$ cat config.mk
export PLATFORM = sky130hd
export DESIGN_NAME = i2c_reg_arbiter
export DESIGN_NICKNAME = d
export VERILOG_FILES = /design/src/rtl/i2c_reg_pkg.sv /design/src/rtl/i2c_reg_evt_status.sv /design/src/rtl/i2c_reg_arbiter.sv
export SDC_FILE = /design/constraint.sdc
export NUM_CORES = 2
export LEC_CHECK = 0
export CORE_ASPECT_RATIO = 0.6
export CORE_UTILIZATION = 40
export DETAILED_ROUTE_END_ITERATION = 8
export PLACE_DENSITY = 0.66
export SYNTH_ARGS = -nofsm -noshare
export SYNTH_HDL_FRONTEND = slang
export SYNTH_HIERARCHICAL = 1
export SYNTH_SLANG_ARGS = --single-unit
$ cat constraint.sdc
create_clock -name clk -period 5 [get_ports clk]
set_clock_uncertainty 0.2 [all_clocks]
set_input_delay 1 -clock clk [delete_from_list [all_inputs] [get_ports clk]]
set_output_delay 1 -clock clk [all_outputs]
set_load 0.1 [all_outputs]
$ cat src/rtl/i2c_reg_pkg.sv
// Shared definitions for the I2C register arbiter: local FSM encoding,
// fixed decode constants and the default write-unlock key.
// Imported by every file in the i2c_reg_arbiter slice.
package i2c_reg_pkg;

   typedef enum logic {
      ST_IDLE = 1'b0,
      ST_ACK  = 1'b1
   } loc_state_t;

   localparam logic [7:0] ADDR_ID        = 8'h00;
   localparam logic [7:0] OOR_READ_VAL   = 8'hFF;
   localparam logic [7:0] DEF_UNLOCK_KEY = 8'hA5;

endpackage

$ cat src/rtl/i2c_reg_evt_status.sv
// Sticky write-1-to-clear event status register with rising-edge capture.
// Latency: a status bit sets at the first clock that sees the new level; irq follows one cycle later.
// Backpressure: none. Set wins over a same-cycle clear of the same bit.
module i2c_reg_evt_status
   import i2c_reg_pkg::*;
(
   input  logic       clk,
   input  logic       rst_n,
   input  logic [7:0] evt_in,
   input  logic [7:0] clr,
   output logic [7:0] status,
   output logic       irq
);

   logic [7:0] evt_q;
   logic [7:0] evt_rise;

   assign evt_rise = evt_in & ~evt_q;

   // Edge history, sticky status (set applied after clear so set wins), registered irq.
   always_ff @(posedge clk or negedge rst_n) begin
      if (!rst_n) begin
         evt_q  <= '0;
         status <= '0;
         irq    <= 1'b0;
      end else begin
         evt_q  <= evt_in;
         status <= (status & ~clr) | evt_rise;
         irq    <= |status;
      end
   end

endmodule

$ cat src/rtl/i2c_reg_arbiter.sv
// Register bank shared by the I2C slave (always first) and one local 4-phase requester.
// Latency: I2C read combinational, I2C write 1 cycle, local grant 1 cycle after request when no I2C write strobe.
// Backpressure: I2C never stalls; a local access slips whole cycles while i2c_wr_data_vld is high.
// Optional: I2C_REG_WR_UNLOCK_EN gates I2C writes behind an unlock key written to LOCK_ADDR.
module i2c_reg_arbiter
   import i2c_reg_pkg::*;
#(
   parameter int          REG_NUM    = 16,
   parameter logic [7:0]  ID_VALUE   = 8'h42,
   parameter logic [7:0]  STAT_ADDR  = 8'h01,
   parameter logic [15:0] RO_MASK    = 16'h0001,
   parameter logic [7:0]  UNLOCK_KEY = DEF_UNLOCK_KEY,
   parameter logic [7:0]  LOCK_ADDR  = 8'h0F
)(
   input  logic       clk,
   input  logic       rst_n,
   input  logic [7:0] i2c_word_addr,
   input  logic       i2c_word_addr_vld,
   input  logic [7:0] i2c_wr_data,
   input  logic       i2c_wr_data_vld,
   input  logic       i2c_send,
   output logic [7:0] i2c_rd_data,
   input  logic       loc_req,
   input  logic       loc_we,
   input  logic [7:0] loc_addr,
   input  logic [7:0] loc_wdata,
   output logic       loc_gnt,
   output logic [7:0] loc_rdata,
   input  logic [7:0] evt_in,
   output logic       irq
);

   loc_state_t state, state_nxt;
   logic [7:0] bank [256];
   logic [7:0] status;
   logic [7:0] stat_clr;
   logic [7:0] rd_shadow;
   logic [7:0] i2c_rd_val;
   logic [7:0] loc_rd_val;
   logic       i2c_we;
   logic       loc_exec;
   logic       loc_wr;
`ifdef I2C_REG_WR_UNLOCK_EN
   logic       unlocked;
`endif

   function automatic logic in_range(input logic [7:0] a);
      return 32'(a) < REG_NUM;
   endfunction

   function automatic logic is_ro(input logic [7:0] a);
      return (a[7:4] == 4'h0) && RO_MASK[a[3:0]];
   endfunction

   // Shared read decode: ID, out-of-range, status, optional lock flag, then the bank.
   function automatic logic [7:0] rd_decode(input logic [7:0] a);
      logic [7:0] v;
      if (a == ADDR_ID)          v = ID_VALUE;
      else if (!in_range(a))     v = OOR_READ_VAL;
      else if (a == STAT_ADDR)   v = status;
`ifdef I2C_REG_WR_UNLOCK_EN
      else if (a == LOCK_ADDR)   v = {7'b0, unlocked};
`endif
      else                       v = bank[a];
      return v;
   endfunction

   assign i2c_rd_val  = rd_decode(i2c_word_addr);
   assign loc_rd_val  = rd_decode(loc_addr);
   assign i2c_rd_data = i2c_word_addr_vld ? i2c_rd_val : rd_shadow;
   assign loc_wr      = loc_exec && loc_we && (loc_addr != ADDR_ID) && in_range(loc_addr);

   // I2C write qualification: address 0, out-of-range, RO_MASK and (optionally) the lock.
   always_comb begin
      i2c_we = i2c_wr_data_vld && (i2c_word_addr != ADDR_ID) &&
               in_range(i2c_word_addr) && !is_ro(i2c_word_addr);
`ifdef I2C_REG_WR_UNLOCK_EN
      if (!unlocked && (i2c_word_addr != LOCK_ADDR) && (i2c_word_addr != STAT_ADDR))
         i2c_we = 1'b0;
`endif
   end

   // W1C clear mask for the status register; I2C and local writes never coincide.
   always_comb begin
      stat_clr = '0;
      if (i2c_we && (i2c_word_addr == STAT_ADDR))
         stat_clr = i2c_wr_data;
      else if (loc_wr && (loc_addr == STAT_ADDR))
         stat_clr = loc_wdata;
   end

   // Bank storage: I2C write has precedence, local write only lands in strobe-free cycles.
   always_ff @(posedge clk or negedge rst_n) begin
      if (!rst_n) begin
         for (int i = 0; i < 256; i++) bank[i] <= '0;
      end else if (i2c_we) begin
         bank[i2c_word_addr] <= i2c_wr_data;
      end else if (loc_wr) begin
         bank[loc_addr] <= loc_wdata;
      end
   end

   // Read shadow: tracks the addressed value except while a byte is being shifted out.
   always_ff @(posedge clk or negedge rst_n) begin
      if (!rst_n)                              rd_shadow <= '0;
      else if (i2c_word_addr_vld || !i2c_send) rd_shadow <= i2c_rd_val;
   end

`ifdef I2C_REG_WR_UNLOCK_EN
   // Unlock flag: key written to LOCK_ADDR opens I2C writes, any other value closes them.
   always_ff @(posedge clk or negedge rst_n) begin
      if (!rst_n)                                  unlocked <= 1'b0;
      else if (i2c_we && (i2c_word_addr == LOCK_ADDR)) unlocked <= (i2c_wr_data == UNLOCK_KEY);
   end
`endif

   // Local FSM state register plus registered grant and read data.
   always_ff @(posedge clk or negedge rst_n) begin
      if (!rst_n) begin
         state     <= ST_IDLE;
         loc_gnt   <= 1'b0;
         loc_rdata <= '0;
      end else begin
         state   <= state_nxt;
         loc_gnt <= (state_nxt == ST_ACK);
         if (loc_exec && !loc_we) loc_rdata <= loc_rd_val;
      end
   end

   // Local FSM next state: execute in IDLE only when no I2C write strobe competes.
   always_comb begin
      state_nxt = state;
      loc_exec  = 1'b0;
      case (state)
         ST_IDLE: begin
            if (loc_req && !i2c_wr_data_vld) begin
               loc_exec  = 1'b1;
               state_nxt = ST_ACK;
            end
         end
         ST_ACK: begin
            if (!loc_req) state_nxt = ST_IDLE;
         end
         default: state_nxt = ST_IDLE;
      endcase
   end

   i2c_reg_evt_status u_evt_status (
      .clk    (clk),
      .rst_n  (rst_n),
      .evt_in (evt_in),
      .clr    (stat_clr),
      .status (status),
      .irq    (irq)
   );

endmodule

==> results.md <==
- Internal power comes to 19.1 mW.
- The average routed wire per standard cell is 24.9 µm.
- The pre-antenna-repair detailed-routing pass consisted of 6 iterations.
- The number of clock buffers added by TritonCTS is 135.
- The area after detailed placement is 62700 µm².
- The floorplan step defined a core boundary enclosing 156000 µm².
- Across all register-to-register paths, the minimum setup slack is 2170 ps.
- The number of cells on the worst hold path is 0.
- The analysis attributes to net switching a power of 5.97 mW.
- Detailed routing inserted a total of 31360 vias.
- The worst-margin pin slew is 1240 ps.
- Compared with the post-synthesis result, the final layout area differs by 8.28%.
- The vertical die dimension is 309 µm.
- The combined area of all synthesized cells is 62800 µm².
- Summing the sequential cell areas from Yosys gives 60.7% of the chip area.
- The clock network accounts for 43.8% of the total power.
- In the synthesized netlist the dominant register cell turns out to be sky130_fd_sc_hd__dfrtp_1.
- The floorplan step set the die width to 513 µm.
- Yosys printed 6 warnings.
- The number of design rule violations left after detail routing is 0.
- The number of buffers and inverters on the critical path is 7.
- The proportion of layout cells with a drive suffix above 1 is 30.1%.
- The path type of the worst setup path is input port to output pin.
- The flow ran to the end, and the final reports show no timing, DRC or antenna violations.
- The nature of the critical path endpoint is an output pin.
- Wires add up to 144 mm.
- The worst register-to-register path begins at bank[1795].
- The leftover overflow at the end of global routing is 0.
- The class of the tightest hold or removal check is flip-flop to flip-flop.
- The via count of the first global-routing pass is 33303.
- The post-detailed-route via-to-cell ratio is 5.42.
- After layout, the worst path uses 99.4% of the clock period.
- The most repeated library cell on the critical path is sky130_fd_sc_hd__buf_4.
- The fraction of synthesis flops using an asynchronous set or reset pin is 100%.
- TritonCTS built the clock tree.
- The number of antenna violations at the first check in global routing is 6.
- The sum of net half-perimeters after detailed placement is 97.7 mm.
- In this run the tool buffered the top-level ports with 64 buffer cells.
- The kind of cell adding the most delay to the critical path is buffers and inverters.
- For this run, the top clock speed supported by timing is 201 MHz.
- After synthesis, the netlist uses 68 different library cells.
- The signal on the critical path passes through buf_16 > bufbuf_16 > buf_4 > mux4_2 > mux4_2 > a211oi_2 > buf_4 > nand2_1 > buf_4 > a21oi_1 > buf_4 > o311ai_4 > buf_12.
- Combinational cells account for 6.5% of the total power.
- The count of mapped cells out of synthesis is 4682.
- The number of enable-type register cells in the synthesized netlist is 0.
- STA puts the critical path data arrival time at 3770 ps.
- The remaining antenna violation count after routing is 0.
- No sink is reached through more buffers than the 3 on the longest clock path.
- The tool flagged a number of max-cap violations equal to 0.
- The congestion estimate from routability-driven global placement came to 0.904.
- The number of slew-limit violations in the final report is 0.
- STA classifies the critical path startpoint as an input port.
- For hold timing, the worst endpoint is bank[1706].
- The later pin in the worst-skew pair is clocked with a latency of 770 ps.
- For the worst flop-to-flop path, the logic depth is 8.
- Setup repair after global routing could not meet its margin everywhere.
- The number of clock sinks is 1522.
- The summed negative setup slack over all endpoints is 0 ps.
- At the placement stage, the worst setup path has a slack of -545 ps.
- The maximum level of the CTS H-tree is 4.
- The final worst-path setup slack is 31.6 ps.
- The capture point of the worst reg-to-reg path is rd_shadow[3].
- Fill cells in the final layout number 13358.
- In this run, synthesis produced a sequential element count of 1522.
- At the worst endpoint, the required time is 3800 ps.
- Counting every net in the synthesized netlist gives 4729.
- The number of ports placed on the die boundary is 65.
- The share of total power dissipated in sequential elements is 49.7%.
- The floorplan has 112 rows.
- A synthesized cell averages 13.4 µm².
- For this design the ratio of total power to cell area is 368 nW/µm².
- The startpoint of the most critical setup path is i2c_word_addr[0].
- The leakage power summed over all cells is 31.1 nW.
- The startpoint identified for the worst hold timing path is bank[1706].
- The critical path crosses 13 cells after its start point.
- For this run, the total global-route usage over all layers was measured as 18.7%.
- The first global-routing pass estimated 223 mm of wire.
- Setup violations remaining at the end of the flow were counted as 0.
- The pin count of the biggest net entering global routing is 148.
- The maximum single-stage delay on the critical path is 490 ps.
- The cell at the root of the clock tree is sky130_fd_sc_hd__clkbuf_16.
- For the finished layout, the period the worst path requires is 4970 ps.
- The clock transition at the registers of the reported paths is 60 ps.
- The finished cells cover 67900 µm².
- VDD sags by at most 0.000322 V.
- The highest fanout seen on the critical path is 12.
- The net total in the final layout is 3665.
- The floorplan step defined a die boundary enclosing 159000 µm².
- The violation count after the first detailed-routing iteration is 3565.
- The initial utilization of the core area, before any placement, comes to 40.3%.
- Measured against its own limit, the worst slew margin works out to 17.3%.
- The final hold violation count is 0.
- The switching portion of total power is 23.9%.
- The slowest stage of the critical path belongs to the cell sky130_fd_sc_hd__mux4_2.
-- metal layers --
metal / vias up / share of wire, % / global-route usage, %
met4: 0 / 2.2 / 4.71
met3: 232 / 9.8 / 5.94
li1: 13589 / - / -
met1: 16207 / 48 / 29.8
met2: 1332 / 40 / 24.1
met5: - / 0 / 0.0596
-- state kept, by name (all words and copies together), names as in the netlist --
signal,flops
u_evt_status/status,8
rd_shadow,8
bank,1488
loc_rdata,8
u_evt_status/evt_q,8
state,1
u_evt_status/irq,1
-- what timing repair did --
| item | in CTS | in global routing |
|---|---|---|
| cloned | 3 | 0 |
| buffers inserted | 10 | 13 |
| pin swaps | 4 | 8 |
| gates resized for setup | 34 | 35 |
| hold buffers | 0 | 1 |
| hold endpoints to repair | 0 | 5 |
| setup endpoints to repair | 8 | 8 |
-- power by group through the flow --
| stage | Combinational, mW | Clock [mW] | Sequential, mW |
|---|---|---|---|
| finish | 1.64 | 11.0 | 12.4 |
| detailed placement | 1.59 | 0 | 12.7 |
| floorplan | 0.747 | 0 | 12.7 |
| CTS | 1.63 | 11.1 | 12.4 |
| global placement | 1.58 | 0 | 12.7 |
| global route | 1.75 | 11.7 | 12.4 |
-- how the worst max path moves through the flow --
stage | endpoint | slack (ps)
2_1_floorplan | i2c_rd_data[5] | -260
3_3_place_gp | i2c_rd_data[3] | -540
3_5_place_dp | i2c_rd_data[3] | -550
4_1_cts | i2c_rd_data[6] | 2
5_1_grt | i2c_rd_data[6] | -40
6_report | i2c_rd_data[7] | 30
-- cells in the final DEF (no fill, tap or decap), drive strengths merged, types with 9 or more instances in the layout --
cell type      count
and2              12
a22oi            160
buf              330
o211ai            25
mux4             487
inv               29
nor2              60
a211oi            22
mux2i            150
a21oi             52
o221ai            26
nand2b            11
nand2            142
clkbuf           192
nor2b             28
a22o              15
clkinv            30
o311ai            14
nand4             11
nor3              27
o22ai             30
bufinv            11
o21ai            149
and3               9
nor4              12
dfrtp           1522
a2111oi           10
a221oi            14
clkdlybuf4s50     47
nand3             21
a31oi             13
-- layout make-up --
class / count / area [µm²] / area share (%)
flip-flops and latches: 1522 / 38100 / 56.1
multi-input cells: 1555 / 18500 / 27.2
repair buffers: 381 / 4050 / 5.96
clock buffers: 192 / 3860 / 5.68
well taps: 2052 / 2570 / 3.78
clock inverters: 54 / 822 / 1.21
inverters: 23 / 88.8 / 0.131
diodes: 2 / 5.00 / 0.00737
-- per-stage QoR --
stage          instances  hold slack [ps]  power [mW]  utilization [%]
2_1_floorplan       4682              199        13.4                -
3_3_place_gp        5507              160        14.2             40.3
3_5_place_dp        5507              162        14.2             40.3
4_1_cts             5766            0.793        25.2             43.5
5_1_grt             5779              179        25.8             43.7
6_report            5781              170        25.0             43.7
-- Yosys cell counts (all sizes together) (2+ instances only) --
library cell / number / area [µm²]
inv: 20 / 75.1
clkbuf: 1448 / 5440
nor4: 12 / 133
dfrtp: 1522 / 38100
o311ai: 14 / 123
buf: 134 / 1020
o2111ai: 7 / 61.3
a22o: 15 / 131
nand2: 142 / 533
and2: 12 / 75.1
a31oi: 13 / 81.3
o31ai: 2 / 15.0
nand4: 11 / 68.8
o221ai: 26 / 228
and4: 2 / 17.5
mux2i: 150 / 1500
nor2b: 28 / 175
and3: 9 / 56.3
a41oi: 4 / 35.0
a22oi: 160 / 1200
a21o: 6 / 45.0
nor3: 27 / 156
mux2: 6 / 67.6
o21ai: 149 / 746
nand4b: 2 / 17.5
o41ai: 2 / 17.5
nor3b: 2 / 15.0
a211oi: 22 / 165
clkinv: 3 / 11.3
a221oi: 14 / 123
and3b: 2 / 17.5
nand2b: 11 / 68.8
o211a: 2 / 20.0
a2111oi: 10 / 87.6
o211ai: 25 / 188
nor2: 60 / 250
nand3b: 3 / 22.5
a32oi: 2 / 17.5
o22ai: 30 / 194
nand3: 21 / 110
or3: 4 / 25.0
mux4: 487 / 11000
a21oi: 52 / 275
-- logic make-up (layout without fill, tap and decap cells) --
family	count (synthesis)	in the layout	synth area share, %
multiplexers	643	643	20.0
AND/OR/NAND/NOR	351	351	2.83
other	0	2	0
AO/OA/AOI/OAI	561	561	6.07
flip-flops	1522	1522	60.7
buffers and inverters	1605	650	10.4
Power figures use the tool's default switching activity.
